--- config.mk ---
export PLATFORM = sky130hd
export DESIGN_NAME = piso_frame_tx_flat
export DESIGN_NICKNAME = d
export VERILOG_FILES = /design/src/rtl/piso_pkg.sv /design/src/rtl/piso_frame_tx_if.sv /design/src/rtl/piso_frame_tx.sv /design/src/flat_wrapper.sv
export SDC_FILE = /design/constraint.sdc
export NUM_CORES = 1
export LEC_CHECK = 0
export CORE_UTILIZATION = 45
export CTS_BUF_LIST = sky130_fd_sc_hd__clkbuf_16
export DETAILED_ROUTE_END_ITERATION = 12
export PLACE_DENSITY_LB_ADDON = 0.3
export SYNTH_ARGS = -nofsm -noshare
export SYNTH_HDL_FRONTEND = slang
export SYNTH_SLANG_ARGS = --single-unit
--- constraint.sdc ---
create_clock -name clk -period 2.4 [get_ports clk]
set_clock_uncertainty 0.15 [all_clocks]
set_input_delay 0.72 -clock clk [delete_from_list [all_inputs] [get_ports clk]]
set_output_delay 0.72 -clock clk [all_outputs]
set_load 0.1 [all_outputs]
--- src/rtl/piso_pkg.sv ---
// Shared types and line levels for the framed serial transmitter.
package piso_pkg;

  typedef enum logic [2:0] {
    StIdle,
    StStart,
    StData,
    StParity,
    StStop
  } state_e;

  localparam logic IDLE_LEVEL  = 1'b0;
  localparam logic START_LEVEL = 1'b1;
  localparam logic STOP_LEVEL  = 1'b0;

endpackage

--- src/rtl/piso_frame_tx_if.sv ---
// Load handshake and serial-line bundle between a word source and piso_frame_tx.
interface piso_frame_tx_if #(
  parameter int unsigned WIDTH = 8
) ();

  logic [WIDTH-1:0] data_in;
  logic             load_valid;
  logic             load_ready;
  logic             s_out;
  logic             busy;
  logic             done;

  modport master (
    output data_in,
    output load_valid,
    input  load_ready,
    input  s_out,
    input  busy,
    input  done
  );

  modport slave (
    input  data_in,
    input  load_valid,
    output load_ready,
    output s_out,
    output busy,
    output done
  );

endinterface

--- src/rtl/piso_frame_tx.sv ---
// Parallel-in serial-out framer: start bit, WIDTH data bits, optional even parity, stop bit.
module piso_frame_tx
  import piso_pkg::*;
#(
  parameter int unsigned WIDTH     = 8,
  parameter bit          LSB_FIRST = 1'b1,
  parameter bit          PARITY_EN = 1'b1
) (
  input logic            clk,
  input logic            clear,
  piso_frame_tx_if.slave bus
);

  localparam int unsigned        CntW    = $clog2(WIDTH);
  localparam logic [CntW-1:0]    CntLast = CntW'(WIDTH - 1);

  state_e          state_q, state_d;
  logic [CntW-1:0] cnt_q, cnt_d;
  logic [WIDTH:0]  shreg_q, shreg_d;
  logic [WIDTH:0]  load_word;
  logic [WIDTH:0]  shifted;
  logic            out_bit;
  logic            s_out_q, s_out_d;
  logic            handshake;

  assign bus.load_ready = ((state_q == StIdle) || (state_q == StStop)) && !clear;
  assign handshake      = bus.load_valid && bus.load_ready;

  assign bus.s_out = s_out_q;
  assign bus.busy  = (state_q != StIdle);
  assign bus.done  = (state_q == StStop);

  // Parity rides at the tail of the shift register so it pops out right after the last data bit.
  always_comb begin
    if (LSB_FIRST) begin
      load_word = {^bus.data_in, bus.data_in};
      shifted   = {1'b0, shreg_q[WIDTH:1]};
      out_bit   = shreg_q[0];
    end else begin
      load_word = {bus.data_in, ^bus.data_in};
      shifted   = {shreg_q[WIDTH-1:0], 1'b0};
      out_bit   = shreg_q[WIDTH];
    end
  end

  // s_out_d is the level of the cycle after the edge, keeping s_out purely registered.
  always_comb begin
    state_d = state_q;
    cnt_d   = cnt_q;
    shreg_d = shreg_q;
    s_out_d = IDLE_LEVEL;

    case (state_q)
      StIdle: begin
        if (handshake) begin
          state_d = StStart;
          shreg_d = load_word;
          s_out_d = START_LEVEL;
        end
      end
      StStart: begin
        state_d = StData;
        cnt_d   = '0;
        shreg_d = shifted;
        s_out_d = out_bit;
      end
      StData: begin
        if (cnt_q == CntLast) begin
          if (PARITY_EN) begin
            state_d = StParity;
            s_out_d = out_bit;
          end else begin
            state_d = StStop;
            s_out_d = STOP_LEVEL;
          end
        end else begin
          cnt_d   = cnt_q + 1'b1;
          shreg_d = shifted;
          s_out_d = out_bit;
        end
      end
      StParity: begin
        state_d = StStop;
        s_out_d = STOP_LEVEL;
      end
      StStop: begin
        if (handshake) begin
          state_d = StStart;
          shreg_d = load_word;
          s_out_d = START_LEVEL;
        end else begin
          state_d = StIdle;
        end
      end
      default: begin
        state_d = StIdle;
      end
    endcase
  end

  always_ff @(posedge clk or posedge clear) begin
    if (clear) begin
      state_q <= StIdle;
      cnt_q   <= '0;
      shreg_q <= '0;
      s_out_q <= IDLE_LEVEL;
    end else begin
      state_q <= state_d;
      cnt_q   <= cnt_d;
      shreg_q <= shreg_d;
      s_out_q <= s_out_d;
    end
  end

endmodule

--- src/flat_wrapper.sv ---
// flat-port wrapper written by rule: the top's interface ports become plain ports
module piso_frame_tx_flat import piso_pkg::*;
#(
  parameter int unsigned WIDTH     = 8,
  parameter bit          LSB_FIRST = 1'b1,
  parameter bit          PARITY_EN = 1'b1
)
  (clk, clear, bus_data_in, bus_load_valid, bus_load_ready, bus_s_out, bus_busy, bus_done);
  piso_frame_tx_if #(.WIDTH(WIDTH)) bus_i ();
  input logic clk;
  input logic clear;
  input wire logic [$bits(bus_i.data_in)-1:0] bus_data_in;
  input wire logic [$bits(bus_i.load_valid)-1:0] bus_load_valid;
  output wire logic [$bits(bus_i.load_ready)-1:0] bus_load_ready;
  output wire logic [$bits(bus_i.s_out)-1:0] bus_s_out;
  output wire logic [$bits(bus_i.busy)-1:0] bus_busy;
  output wire logic [$bits(bus_i.done)-1:0] bus_done;
  assign bus_i.data_in = bus_data_in;
  assign bus_i.load_valid = bus_load_valid;
  assign bus_load_ready = bus_i.load_ready;
  assign bus_s_out = bus_i.s_out;
  assign bus_busy = bus_i.busy;
  assign bus_done = bus_i.done;
  piso_frame_tx #(.WIDTH(WIDTH), .LSB_FIRST(LSB_FIRST), .PARITY_EN(PARITY_EN)) u_core (.clk(clk), .clear(clear), .bus(bus_i));
endmodule
==> results_dict.tcl <==
set metrics [dict create \
    layout.area.seq_um2 400 \
    final_net_count 113 \
    pwr-share-clk 0.195 \
    synthesis.area_um2 890 \
    start_util 0.499 \
    fillers 148 \
    switching_share 0.409 \
    num_rows 15 \
    post-cts-setup-buffer-count 0 \
    clock-root-buffer "clkbuf_16" \
    grt-ovfl-total 0 \
    min_period_ps 2260 \
    max_slew.worst_pin.slew_ps 572 \
    drc 0 \
    synth_warnings 0 \
    finalWirelength_mm 1.65 \
    worstPathRequired_ps 1530 \
    finalPower_mw 1.65 \
    seq_area_frac_synth 0.450 \
    power_leakage_nw 0.550 \
    crit_path_max_fanout 2 \
    ys_ff_latch 16 \
    yosysTopAreaCell "dfrtp_1" \
    first_pass_iters 4 \
    synth_flop_cell "dfrtp_1" \
    setup_viol 0 \
    syn_nets 91 \
    gpl.final_weighted_congestion 0.716 \
    drtAntennaViolNets 0 \
    hold_path_class "flop to flop" \
    yosysUniqueCellTypes 27 \
    fmax_mhz 442 \
    holdBufCountCts 0 \
    critPathLaunchType "input port" \
    hpwl_mm 1.19 \
    maxSlewViolCount 0 \
    synth_top_cell_area_share 0.450 \
    dieHeight_um 46.5 \
    p_per_area_nw_per_um2 1370 \
    clock_sinks 16 \
    drive_above_1_share 0.202 \
    grt_pass1_wl_mm 2.82 \
    irDropWorstVdd_mv 0.903 \
    p_sw_mw 0.674 \
    yosysMostFrequentCell "dfrtp_1" \
    htreeDepth 1 \
    async_flop_share 1.00 \
    port_buffers 14 \
    arrival_ps 1390 \
    grt_max_degree 18 \
    cts_tree "done" \
    die-area_um2 2160 \
    first_global_vias 643 \
    critPathKind "input port to output port" \
    grt_antenna_before_repair 0 \
    combPwrFrac 0.515 \
    diodes 0 \
    fin_crit_sh 0.943 \
    clkLatencyLatePin_ps 250 \
    clk_path_buf_depth 2 \
    rsz0062_at_grt "false" \
    synthToLayoutAreaGrowth_pct 35.2 \
    sequentialPowerShare 0.290 \
    clkTransAtPathRegs_ps 50 \
    synth_area_leaders "dfrtp_1 (45%), mux2i_1 (9.0%), xnor2_1 (6.9%), a22o_1 (5.9%), o21ai_1 (4.5%)" \
    synth_common_cells "dfrtp_1 (16), mux2i_1 (8), nand2_1 (8), o21ai_1 (8), xnor2_1 (7)" \
    synth_edf_count 0 \
    avgSynthCellArea_um2 11.4 \
    postPlaceCellArea_um2 1120 \
    numCtsBuffers 3 \
    drv_cap 0 \
    die_w_um 46.5 \
    core-area_um2 1780 \
    hold_viol 0 \
    maxSlewHeadroom 0.617 \
    netlist_instances 78 \
    power.internal_mw 0.975 \
    wl_per_cell_um 13.3 \
    fin_area_um2 1200 \
    cp-end-kind "output port" \
    track_usage 0.197 \
    boundaryPins 15 \
    vias 651 \
    status "completed" \
    multi_input_area_um2 477 \
    finish.utilization 0.674 \
    drt_iter0_markers 6 \
    fin_setup_tns_ps 0 \
    routed_via_density 5.25 \
]
==> sequential cells by signal, summed over array words and instances, names as in the netlist <==
register,flops
u_core.bus.s_out,1
u_core.cnt_q,3
u_core.shreg_q,9
u_core.state_q,3
==> power groups by stage <==
stage / Clock [mW] / Combinational (mW) / Sequential, mW
3_3_place_gp: 0 / 0.835 / 0.473
5_1_grt: 0.343 / 0.930 / 0.494
6_report: 0.321 / 0.850 / 0.478
2_1_floorplan: 0 / 0.621 / 0.501
3_5_place_dp: 0 / 0.854 / 0.480
4_1_cts: 0.330 / 0.862 / 0.477
==> worst paths after layout <==
path | startpoint | to | slack, ps | depth (start not counted)
worst min-delay path | u_core.shreg_q[2] | u_core.shreg_q[2] | 340 | 2
max in group asynchronous | clear | u_core.shreg_q[3] | 1230 | 4
worst min register to register | u_core.shreg_q[2] | u_core.shreg_q[2] | 340 | 2
min in group asynchronous | clear | u_core.shreg_q[7] | 690 | 4
worst max register to register | u_core.state_q[0] | u_core.shreg_q[7] | 570 | 5
worst max-delay path | clear | bus_load_ready | 140 | 3
==> per-stage QoR <==
stage / hold slack, ps / std cells / worst slack (ps)
2_1_floorplan: 300 / 78 / 80.1
3_3_place_gp: 318 / 120 / -3.62
3_5_place_dp: 328 / 120 / -27.6
4_1_cts: 339 / 124 / 128
5_1_grt: 377 / 124 / 109
6_report: 339 / 124 / 136
==> placed cells by master, fill, tap and decap left out, types with 3 or more instances in the layout <==
cell	count
a22o_1	6
buf_12	3
buf_4	7
clkbuf_16	3
clkdlybuf4s50_1	9
dfrtp_1	16
mux2i_1	8
nand2_1	8
o21ai_1	8
xnor2_1	7
==> logic make-up (layout without fill, tap and decap cells) <==
family	after synthesis	in the layout	share of synthesized area
compound gates	17	17	0.127
xor+xnor	8	8	0.0788
fa+ha+maj	2	2	0.0281
buf+inv	4	25	0.0281
flops	16	16	0.450
mux	9	9	0.103
simple gates	22	22	0.186
==> cell type report <==
type                            instances  share of cell area
Inverter                                1             0.00312
Clock inverter                          1             0.00312
Tap cell                               25              0.0260
Clock buffer                            3              0.0624
Timing Repair Buffer                   20               0.176
Sequential cell                        16               0.333
Multi-Input combinational cell         58               0.396
==> per-layer routing <==
layer  up-vias  wire [µm]  track usage
li1        325          -            -
met1       313        763        0.246
met2         8        796        0.303
met3         5         51       0.0706
met4         0         38       0.0882
met5         -          0            0
==> worst max-delay path: stages <==
cell	delay, ps
dlygate4sd2_1	270
nor3_4	200
buf_12	200
==> timing repair <==
item / 4_1_cts / 5_1_grt
endpoints found under the setup margin: 1 / 0
gates resized for setup: 1 / 0
endpoints found under the hold margin: 0 / 0
No activity file was read; power rests on OpenSTA's default activity.
